===== src/rtl/bz_packet_ingress.sv =====
// Link-side packet ingress: validates header/tail framing and commits only whole
// 3-flit data groups (plus the header once per packet) to the deserializer FIFO.
module bz_packet_ingress #(
  parameter int NRoute = 10,
  parameter int NCnt   = 16
) (
  input  logic            clk,
  input  logic            reset,
  input  logic            in_v,
  input  logic [NRoute:0] in_d,
  output logic            in_a,
  input  logic            wrfull,
  output logic            wrreq,
  output logic [NRoute:0] fifo_d,
  output logic [NCnt-1:0] pkt_cnt,
  output logic [NCnt-1:0] drop_cnt,
  output logic [NCnt-1:0] pad_cnt
);

  typedef enum logic [2:0] {HDR, D0, D1, D2, FLUSH, DISCARD} state_t;

  localparam logic [NRoute:0] PadTail = {1'b1, {NRoute{1'b0}}};

  state_t            state_q, state_d;
  logic [NRoute:0]   hdr_q, hdr_d, g0_q, g0_d, g1_q, g1_d, g2_q, g2_d;
  logic              hdr_sent_q, hdr_sent_d;
  logic [1:0]        ptr_q, ptr_d;
  logic [NCnt-1:0]   pkt_q, pkt_d, drop_q, drop_d, pad_q, pad_d;

  logic              xfer, tail;
  logic [NRoute-1:0] data;

  function automatic logic [NCnt-1:0] sat_inc(input logic [NCnt-1:0] v);
    return (&v) ? v : v + NCnt'(1);
  endfunction

  assign tail     = in_d[NRoute];
  assign data     = in_d[NRoute-1:0];
  assign in_a     = !reset && (state_q != FLUSH);
  assign xfer     = in_v && in_a;
  assign wrreq    = !reset && (state_q == FLUSH) && !wrfull;
  assign pkt_cnt  = pkt_q;
  assign drop_cnt = drop_q;
  assign pad_cnt  = pad_q;

  // Pending flit: 0 = header, 1..3 = g0..g2.
  always_comb begin
    fifo_d = hdr_q;
    case (ptr_q)
      2'd1:    fifo_d = g0_q;
      2'd2:    fifo_d = g1_q;
      2'd3:    fifo_d = g2_q;
      default: fifo_d = hdr_q;
    endcase
  end

  always_comb begin
    state_d    = state_q;
    hdr_d      = hdr_q;
    g0_d       = g0_q;
    g1_d       = g1_q;
    g2_d       = g2_q;
    hdr_sent_d = hdr_sent_q;
    ptr_d      = ptr_q;
    pkt_d      = pkt_q;
    drop_d     = drop_q;
    pad_d      = pad_q;
    case (state_q)
      HDR: if (xfer) begin
        if (tail) begin
          drop_d = sat_inc(drop_q);
        end else if (data != '0) begin
          state_d = DISCARD;
        end else begin
          hdr_d      = in_d;
          hdr_sent_d = 1'b0;
          state_d    = D0;
        end
      end
      D0: if (xfer) begin
        if (!tail) begin
          g0_d    = in_d;
          state_d = D1;
        end else if (!hdr_sent_q) begin
          drop_d  = sat_inc(drop_q);
          state_d = HDR;
        end else begin
          // Truncated continuation group: close the packet with zero padding.
          g0_d    = {1'b0, data};
          g1_d    = '0;
          g2_d    = PadTail;
          pad_d   = sat_inc(pad_q);
          ptr_d   = 2'd1;
          state_d = FLUSH;
        end
      end
      D1: if (xfer) begin
        if (!tail) begin
          g1_d    = in_d;
          state_d = D2;
        end else if (!hdr_sent_q) begin
          drop_d  = sat_inc(drop_q);
          state_d = HDR;
        end else begin
          g1_d    = {1'b0, data};
          g2_d    = PadTail;
          pad_d   = sat_inc(pad_q);
          ptr_d   = 2'd1;
          state_d = FLUSH;
        end
      end
      D2: if (xfer) begin
        g2_d    = in_d;
        ptr_d   = hdr_sent_q ? 2'd1 : 2'd0;
        state_d = FLUSH;
      end
      FLUSH: if (wrreq) begin
        if (ptr_q == 2'd3) begin
          hdr_sent_d = 1'b1;
          if (g2_q[NRoute]) begin
            pkt_d   = sat_inc(pkt_q);
            state_d = HDR;
          end else begin
            state_d = D0;
          end
        end else begin
          ptr_d = ptr_q + 2'd1;
        end
      end
      DISCARD: if (xfer && tail) begin
        drop_d  = sat_inc(drop_q);
        state_d = HDR;
      end
      default: state_d = HDR;
    endcase
  end

  always_ff @(posedge clk or posedge reset) begin
    if (reset) begin
      state_q    <= HDR;
      hdr_q      <= '0;
      g0_q       <= '0;
      g1_q       <= '0;
      g2_q       <= '0;
      hdr_sent_q <= 1'b0;
      ptr_q      <= 2'd0;
      pkt_q      <= '0;
      drop_q     <= '0;
      pad_q      <= '0;
    end else begin
      state_q    <= state_d;
      hdr_q      <= hdr_d;
      g0_q       <= g0_d;
      g1_q       <= g1_d;
      g2_q       <= g2_d;
      hdr_sent_q <= hdr_sent_d;
      ptr_q      <= ptr_d;
      pkt_q      <= pkt_d;
      drop_q     <= drop_d;
      pad_q      <= pad_d;
    end
  end

endmodule

===== config.mk =====
export PLATFORM = sky130hd
export DESIGN_NAME = bz_packet_ingress
export DESIGN_NICKNAME = d
export VERILOG_FILES = /design/src/rtl/bz_packet_ingress.sv
export SDC_FILE = /design/constraint.sdc
export NUM_CORES = 1
export LEC_CHECK = 0
export BUFFER_PORTS_ARGS = -buffer_cell sky130_fd_sc_hd__buf_2
export CORE_MARGIN = 3
export CORE_UTILIZATION = 30
export DETAILED_ROUTE_END_ITERATION = 8
export SLEW_MARGIN = 40
export SYNTH_ARGS = -nofsm -noshare
export SYNTH_HDL_FRONTEND = slang
export SYNTH_SLANG_ARGS = --single-unit

===== constraint.sdc =====
create_clock -name clk -period 3.8 [get_ports clk]
set_input_delay 0.38 -clock clk [delete_from_list [all_inputs] [get_ports clk]]
set_output_delay 0.38 -clock clk [all_outputs]
set_load 0.05 [all_outputs]

==> reports/results.ini, run 1 <==
[outcome]
status = finished, final reports clean

[final_layout]
synth_to_layout_area_growth_pct = 19.8
multiInputGateArea_um2 = 2130
layout.nets = 550
layoutNonFillerInstCount = 716
layout-drive-gt1-share_pct = 22.6
ff_latch_area_um2 = 2380
final.fill_count = 1457
antenna_cells = 0

[global_routing]
first_pass_grt_wire_length_um = 17500
antenna_found_initial = 1
grt_pass1_vias = 3446
groute.usage.overall_pct = 13.2
globalRouteOverflowTotal = 0
grt_start_max_net_pins = 58

[die]
design.die.area_um2 = 17000
io_pins = 76
start_util_pct = 31.3
num_rows = 44
floorplan.core_area_um2 = 14800
die_x_um = 130
die-height_um = 130

[clock_tree]
hold_buffers = 0
post-cts-setup-buffers = 0
clk-insertion-delay-late_ns = 0.35
root_buffer = clkbuf_16
cts_buffers = 9
cts_num_sinks = 95
ctsResizeCount = 0
h-tree-depth = 3
max-clock-path-buffers = 2
cts.reportedPaths.clkPinSlew_ns = 0.07
cts_tree = done

[synthesis]
async_reset_ff_share_pct = 100
synth_cell_types = 48
syn-mean-instance-area_um2 = 10.2
syn_nets = 475
synthesis.instances = 453
mappedNetlistArea_um2 = 4640
yosys.area.top_type = dfrtp_1
yosysWarningCount = 0
synth-edff-count = 0
synth_seq_area_share_pct = 51.2
synth.top_cell.area_share_pct = 51.2
ys.flop_type = dfrtp_1
synth.ff_latch_count = 95
synthTopCellsByArea = dfrtp_1 51%, xnor2_1 5.9%, nand2_1 5.6%, mux2_2 3.9%, o21ai_0 2.8%

[setup_path]
critical_path.cell_chain = ha_1 > a222oi_1 > mux2i_1 > buf_2
critical_path.max_fanout = 15
cp_slowest_cell = a222oi_1
criticalPathCategory = flop to primary output
ff2ff_path_depth = 4
setup.reg_to_reg.worst_slack_ns = 1.47
worstPathRequired_ns = 3.42
crit_arrival_ns = 2.09
launching_element_type_of_the_critical_path = flop
rr_startpoint = state_q[1]
timing.critical_path.to_type = primary output
worst_r2r_endpoint = pkt_cnt[1]
critPathMaxStageDelay_ns = 0.48

[pwr]
p_leak_uw = 0.00252
power-per-cell-area_nw_per_um2 = 615
irDropWorstVdd_mv = 0.386

[drt]
initialDrtViolationCount = 243
drt-pass1-iter-count = 5
drtAntennaViolNets = 0
drt_wl_total_um = 10800
num_vias = 3572
routedWlPerCell_um = 15.1
vias_per_cell = 4.99
detail_route.drc_violations = 0

[timing]
final.period_utilization_pct = 64.9
period_minus_slack_ns = 2.47
unrepaired_setup_endpoints_after_global_routing = no
max_slew.worst_pin.slew_ns = 0.707
clock.fmax_mhz = 405
finalSetupTns_ns = 0
final_hold_violating_endpoints = 0
skew_ns = 0.00597
finalSetupViolCount = 0
drv_slew = 0
slew-limit-headroom_pct = 52.8

[placed_design]
place.detailed.hpwl_um = 7650
placed_cells = 701
replace_congestion = 0.812
quantity_of_i_o_buffers_inserted_on_ports = 75

[worst_hold_path]
holdCritPathClass = input pin to async pin

[run]
drv_cap = 0

==> flip-flops by register name, indices dropped and copies added, names as in the netlist, 2 cells and up <==
signal	count
g0_q	10
hdr_q	10
pad_cnt	16
g2_q	11
drop_cnt	16
ptr_q	2
pkt_cnt	16
state_q	3
g1_q	10
==> through the flow <==
| step | power, uW | hold WS (ns) | cell area [um^2] | utilization (%) | setup slack (ns) |
|---|---|---|---|---|---|
| after floorplan | 2140 | 0.449 | 4640 | - | 0.943 |
| after global placement | 2390 | 0.461 | 5210 | 35.2 | 1.48 |
| after detailed placement | 2420 | 0.469 | 5220 | 35.3 | 1.43 |
| after CTS | 3460 | 0.136 | 5560 | 37.5 | 1.27 |
| after global routing | 3610 | 0.165 | 5560 | 37.5 | 1.14 |
| final | 3420 | 0.121 | 5560 | 37.5 | 1.33 |
==> placed cells by master, fill, tap and decap left out, drive strengths merged, types with 13 or more instances in the layout <==
| cell | synthesis | routed |
|---|---|---|
| o21ai | 26 | 26 |
| nand3 | 23 | 23 |
| nand2 | 69 | 69 |
| nor2 | 21 | 21 |
| mux2 | 16 | 16 |
| xnor2 | 31 | 31 |
| xor2 | 13 | 13 |
| and2 | 14 | 14 |
| nand4 | 17 | 17 |
| dfrtp | 95 | 95 |
| inv | 19 | 19 |
| buf | 5 | 80 |
==> cells in the mapped netlist, types with 2 or more instances <==
| library cell | n |
|---|---|
| dfrtp_1 | 95 |
| nand2_1 | 69 |
| xnor2_1 | 31 |
| o21ai_0 | 26 |
| nand3_1 | 23 |
| nor2_1 | 21 |
| inv_1 | 19 |
| nand4_1 | 17 |
| mux2_2 | 16 |
| and2_1 | 14 |
| xor2_1 | 13 |
| mux2i_1 | 12 |
| clkbuf_1 | 11 |
| a222oi_1 | 10 |
| nor3_1 | 9 |
| and3_1 | 8 |
| ha_1 | 7 |
| a21oi_1 | 5 |
| nor2b_1 | 5 |
| nor3b_1 | 4 |
| nor4_1 | 4 |
| a31oi_1 | 3 |
| and4_1 | 2 |
| buf_4 | 2 |
| nand2b_1 | 2 |
| nor3b_2 | 2 |
| or3_1 | 2 |
==> power breakdown <==
part           leakage (uW)  internal, uW  switching, uW  total [uW]
combinational       0.00109           359            740        1100
clock              0.000166           639            387        1030
sequential          0.00126          1140            153        1290
==> critical path, delay by kind of cell (launching register included) <==
kind,cells,cell delay [ns]
mux,1,0.15
compound gates,1,0.48
fa+ha+maj,1,0.44
flops,1,0.43
buf+inv,1,0.25
==> layout make-up <==
cell class              count  share of cell area [%]
clock buffers               9                    4.05
well taps                 184                    4.14
repair buffers             80                    7.43
inverters                  19                    1.37
flip-flops and latches     95                    42.8
multi-input cells         323                    38.3
clock inverters             6                    1.96
==> how the worst max path moves through the flow <==
stage,startpoint,to,slack (ns)
6_report,ptr_q[0],fifo_d[5],1.33
3_5_place_dp,state_q[1],pkt_cnt[1],1.43
2_1_floorplan,reset,drop_cnt[0],0.94
3_3_place_gp,state_q[1],pkt_cnt[1],1.48
4_1_cts,ptr_q[0],fifo_d[2],1.27
5_1_grt,ptr_q[0],fifo_d[5],1.14
==> metal layers <==
layer	track usage [%]	vias up	share of wire [%]
met3	3.07	20	4.8
met4	5.44	2	2.2
met5	0	-	0.065
met2	20.6	82	47
met1	17.6	1732	46
li1	-	1736	-
==> cells by family (layout without fill, tap and decap cells) <==
family | Yosys count | count (layout) | synth area share (%)
buffers and inverters | 35 | 114 | 3.18
DFF | 95 | 95 | 51.2
AOI/OAI and AO/OA | 55 | 55 | 8.31
adders and majority gates | 8 | 8 | 2.10
xor gates and xnor gates | 44 | 44 | 8.31
muxes | 28 | 28 | 6.47
and+or+nand+nor | 188 | 188 | 20.4
No activity file was read; power rests on OpenSTA's default activity.
==> run 2: changes to the inputs <==
- clock period: 3.8 -> 2.2 ns (I/O delays scaled with it)
==> run 2 against run 1 <==
  * Hold slack better by 0.035 ns
  * Power grew 70%
  * Core utilization rose by 1.2 points
  * First-iteration DRC count shrank 8.6%
  * Design area grew 3.1%
  * Sequential power rose by 71%
  * Largest cell class unchanged
==> reports/results.ini, run 2 (synthesis gave the netlist of run 1 again) <==
[outcome]
status = finished, final reports clean

[clock_tree]
root_buffer = clkbuf_16
cts_buffers = 9
cts_num_sinks = 95
h-tree-depth = 3
clk-insertion-delay-late_ns = 0.33
cts.reportedPaths.clkPinSlew_ns = 0.06
max-clock-path-buffers = 2
cts_tree = done

[final_layout]
synth_to_layout_area_growth_pct = 23.5
final_design_area_no_fill_um2 = 5730
layout.nets = 570
final_common_cell = dfrtp_1
most-common-layout-cells = 93 x dfrtp_1, 72 x buf_2, 69 x nand2_1
layout-drive-gt1-share_pct = 25.9
antenna_cells = 0

[drt]
num_vias = 3617
routedWlPerCell_um = 14.6
detail_route.drc_violations = 0
initialDrtViolationCount = 222
drt_wl_total_um = 10700
highest-signal-layer = met4
vias_per_cell = 4.91
drtAntennaViolNets = 0
drt-pass1-iter-count = 4
drt-met1-wl_um = 5050
dr_wl_met2_um = 5090
wl_met3_um = 415

[die]
design.die.area_um2 = 17000
num_rows = 44
die-height_um = 130
floorplan.core_area_um2 = 14800
io_pins = 76
start_util_pct = 31.3
die_x_um = 130

[setup_path]
launching_element_type_of_the_critical_path = flop
cp_slowest_cell = a222oi_1
worst_r2r_endpoint = pkt_cnt[1]
timing.critical_path.to_type = primary output
rr_startpoint = pkt_cnt[8]
cp.buffers_inverters = 1
critical_path.max_fanout = 11
cp_top_family = compound AO/OA/AOI/OAI gates
ff2ff_path_depth = 4
critical_path.cell_chain = ha_4 > a222oi_1 > mux2i_1 > buf_4
criticalPathCategory = flop to primary output
crit_arrival_ns = 1.90
setup.reg_to_reg.worst_slack_ns = 0.16
critPathMaxStageDelay_ns = 0.48
worstPathRequired_ns = 1.98

[run]
drv_cap = 0

[pwr]
sw_frac_of_total_pct = 38.6
p_leak_uw = 0.00259
power.net_switching_uw = 2250
p_clk_share_pct = 25.1
comb_power_share_pct = 37.1
irDropWorstVdd_mv = 0.653
share_seq_of_total_power_pct = 37.8
power-per-cell-area_nw_per_um2 = 1020
internal_power_uw = 3570

[placed_design]
quantity_of_i_o_buffers_inserted_on_ports = 75
place.detailed.hpwl_um = 7790
replace_congestion = 0.834
postPlaceCellArea_um2 = 5330

[worst_hold_path]
worst_hold_startpoint = in_d[4]
hold_end = g2_q[4]
min_delay_path_depth = 3
holdCritPathClass = input pin to flop

[timing]
period_minus_slack_ns = 2.12
skew_ns = 0.00549
slew-limit-headroom_pct = 50.4
drv_slew = 0
final_hold_violating_endpoints = 0
clock.fmax_mhz = 471
finalSetupTns_ns = 0
max_slew.worst_pin.slew_ns = 0.738
final.period_utilization_pct = 96.5
fin_hold_ws_ns = 0.156
finalSetupViolCount = 0
unrepaired_setup_endpoints_after_global_routing = yes

[global_routing]
antenna_found_initial = 0
groute.usage.overall_pct = 13.1
globalRouteOverflowTotal = 0
first_pass_grt_wire_length_um = 17700
grt_start_max_net_pins = 45
grt_pass1_vias = 3472

[run 2: worst max-delay path by stage]
stage	depth (start not counted)	endpoint	slack, ns	from
finish	4	fifo_d[6]	0.08	ptr_q[1]
detailed placement	5	pkt_cnt[1]	0.20	ptr_q[0]
global route	4	fifo_d[5]	-0.03	ptr_q[1]
floorplan	4	fifo_d[1]	-0.03	ptr_q[0]
CTS	5	fifo_d[5]	-0.02	ptr_q[0]
global placement	6	pad_cnt[6]	0.21	state_q[2]
[run 2: timing repair]
item,4_1_cts,5_1_grt
hold endpoints to repair,18,0
hold buffers,1,0
buffers inserted,3,3
cloned,0,0
resized for setup,7,11
pin swaps,1,5
setup endpoints to repair,7,16
[run 2: worst min-delay path, stage by stage]
cell and delay [ns]:
buf_2 0.12, nand2_1 0.05, o21ai_0 0.06
[run 2: power groups by stage]
stage          Clock, uW  Sequential (uW)  Combinational [uW]
6_report            1460             2200                2160
5_1_grt             1580             2240                2330
4_1_cts             1510             2180                2120
3_5_place_dp           0             2210                2050
3_3_place_gp           0             2200                2020
2_1_floorplan          0             2360                1340
[run 2: final cells by class]
class,count,area (um^2)
clock buffer,12,256
sequential,95,2380
timing repair buffer,100,586
tap,184,230
fill,1444,9080
inverter,19,75.1
clock inverter,3,18.8
multi-input combinational,323,2180
[run 2: through the flow]
| step | power [uW] | worst slack (ns) | cells | utilization (%) |
|---|---|---|---|---|
| 3_5_place_dp | 4260 | 0.204 | 715 | 36.0 |
| 3_3_place_gp | 4220 | 0.210 | 715 | 36.0 |
| 4_1_cts | 5810 | -0.0162 | 734 | 38.2 |
| 6_report | 5820 | 0.0760 | 736 | 38.7 |
| 2_1_floorplan | 3700 | -0.0303 | 453 | - |
| 5_1_grt | 6150 | -0.0322 | 736 | 38.7 |
[run 2: per-layer routing]
layer / GRT usage, % / vias up
li1: - / 1773
met1: 18.4 / 1764
met2: 20.1 / 68
met3: 2.66 / 12
met4: 4.66 / 0
met5: 0 / -
==> run 3: changes to the inputs <==
- ABC_AREA: default -> 1
==> run 3 against run 2 <==
  * Clock skew rose by 0.0048 ns
  * Clock power is 12% higher
  * Final cell count increased by 50%
  * Power increased by 26%
  * Sequential share of layout area decreased by 5.5 points
  * Critical path type unchanged
  * Largest power group is now combinational cells
==> reports/results.ini, run 3 <==
[drt]
drt-pass1-iter-count = 5
drt_wl_total_um = 14700
vias_per_cell = 4.68
num_vias = 5157
drtAntennaViolNets = 0
routedWlPerCell_um = 13.3
detail_route.drc_violations = 0
initialDrtViolationCount = 301

[final_layout]
final.fill_count = 1915
layout.nets = 891
most-common-layout-cells = 294 x nand2_1, 95 x dfrtp_1, 89 x nor2_1
final_common_cell = nand2_1
synth_to_layout_area_growth_pct = 19.0
antenna_cells = 0
layout-drive-gt1-share_pct = 15.3

[die]
io_pins = 76
floorplan.core_area_um2 = 18100
start_util_pct = 30.7
die-height_um = 142
die_x_um = 142
design.die.area_um2 = 20200
num_rows = 49

[synthesis]
yosys.area.top_type = dfrtp_1
mappedNetlistArea_um2 = 5550
yosysWarningCount = 0
syn-mean-instance-area_um2 = 7.04
async_reset_ff_share_pct = 100
cell_with_the_most_instances_after_synthesis = nand2_1
ys.flop_type = dfrtp_1
synthesis.instances = 788
synth_seq_area_share_pct = 42.8
syn_nets = 810
synth.ff_latch_count = 95
synth.top_cell.area_share_pct = 42.8
synth.top_cells.by_count = 296 x nand2_1, 95 x dfrtp_1, 89 x nor2_1
synth-edff-count = 0
synthTopCellsByArea = dfrtp_1 43%, nand2_1 20%, nor2_1 6.0%, inv_1 5.3%, nand3_1 5.1%
synth_cell_types = 29

[clock_tree]
clk-insertion-delay-late_ns = 0.34
cts_buffers = 9
hold_buffers = 0
cts.reportedPaths.clkPinSlew_ns = 0.07
cts_num_sinks = 95
max-clock-path-buffers = 2
root_buffer = clkbuf_16
post-cts-setup-buffers = 0
cts_tree = done
h-tree-depth = 3
ctsResizeCount = 1

[global_routing]
grt_pass1_vias = 4836
grt_start_max_net_pins = 61
antenna_found_initial = 0
globalRouteOverflowTotal = 0
first_pass_grt_wire_length_um = 24700
groute.usage.overall_pct = 15.0

[timing]
period_minus_slack_ns = 2.12
clock.fmax_mhz = 471
drv_slew = 0
finalSetupViolCount = 0
finalSetupTns_ns = 0
fin_hold_ws_ns = 0.140
max_slew.worst_pin.slew_ns = 0.553
final_hold_violating_endpoints = 0
slew-limit-headroom_pct = 63.1
final.period_utilization_pct = 96.5
skew_ns = 0.0103

[pwr]
power-per-cell-area_nw_per_um2 = 1110
irDropWorstVdd_mv = 0.483
p_leak_uw = 0.00340

[setup_path]
crit_arrival_ns = 1.90
rr_startpoint = state_q[0]
critical_path.max_fanout = 6
timing.critical_path.to_type = primary output
setup.reg_to_reg.worst_slack_ns = 0.30
ff2ff_path_depth = 7
critPathCapture = fifo_d[9]
criticalPathCategory = flop to primary output
critPathLaunch = ptr_q[0]
worst_r2r_endpoint = g2_q[4]
worstPathRequired_ns = 1.98
launching_element_type_of_the_critical_path = flop

[placed_design]
place.detailed.hpwl_um = 10800
replace_congestion = 0.841
quantity_of_i_o_buffers_inserted_on_ports = 75

[run]
drv_cap = 0

[worst_hold_path]
holdCritPathClass = input pin to async pin

[outcome]
status = finished, final reports clean

-- run 3: how the worst min path moves through the flow --
stage                        from           to  slack, ns  depth (start not counted)
after floorplan           in_d[0]      g0_q[0]       0.39                          2
after global placement    g2_q[7]      g2_q[7]       0.46                          2
after detailed placement  g2_q[7]      g2_q[7]       0.46                          2
after CTS                   reset  drop_cnt[9]       0.13                          3
after global routing        reset  drop_cnt[6]       0.19                          3
final                       reset  drop_cnt[6]       0.14                          3
-- run 3: per-layer routing --
metal	GRT usage, %	wire length [um]	vias up
met1	21.9	7170	2362
li1	-	-	2672
met5	0	0	-
met2	22.6	6630	111
met3	2.82	674	12
met4	4.24	178	0
-- run 3: critical path: stages, from the launching register on --
cell and delay [ns]:
dfrtp_1 0.42, inv_1 0.17, ha_2 0.25, buf_4 0.16
nand2_1 0.06, a32oi_1 0.21, buf_2 0.30
-- run 3: metrics by stage --
stage / instances / instance area (um^2) / setup slack, ns / power (uW) / util, %
after CTS: 1102 / 6570 / 0.0428 / 7330 / 36.3
after global routing: 1102 / 6600 / -0.0123 / 7880 / 36.5
after global placement: 1087 / 6260 / 0.345 / 5620 / 34.6
final: 1102 / 6600 / 0.0763 / 7330 / 36.5
after detailed placement: 1087 / 6260 / 0.323 / 5640 / 34.6
after floorplan: 788 / 5620 / -0.474 / 4860 / -
-- run 3: area by class of cell --
type	instances	area, um^2	share of cell area, %
Clock inverter	4	52.6	0.796
Sequential cell	95	2380	36.0
Inverter	84	319	4.83
Clock buffer	11	253	3.83
Timing Repair Buffer	94	534	8.09
Multi-Input combinational cell	585	2780	42.1
Tap cell	229	287	4.34
-- run 3: cell families after synthesis --
family | share of synthesized area [%]
compound gates | 6.31
simple gates | 37.4
fa+ha+maj | 1.58
xor+xnor | 4.10
buf+inv | 7.80
flops | 42.8
-- run 3: where the power goes --
| group | internal [uW] | leakage, uW | total, uW | switching, uW |
|---|---|---|---|---|
| sequential | 2050 | 0.00123 | 2340 | 291 |
| clock | 942 | 0.000152 | 1630 | 687 |
| combinational | 966 | 0.00201 | 3360 | 2390 |
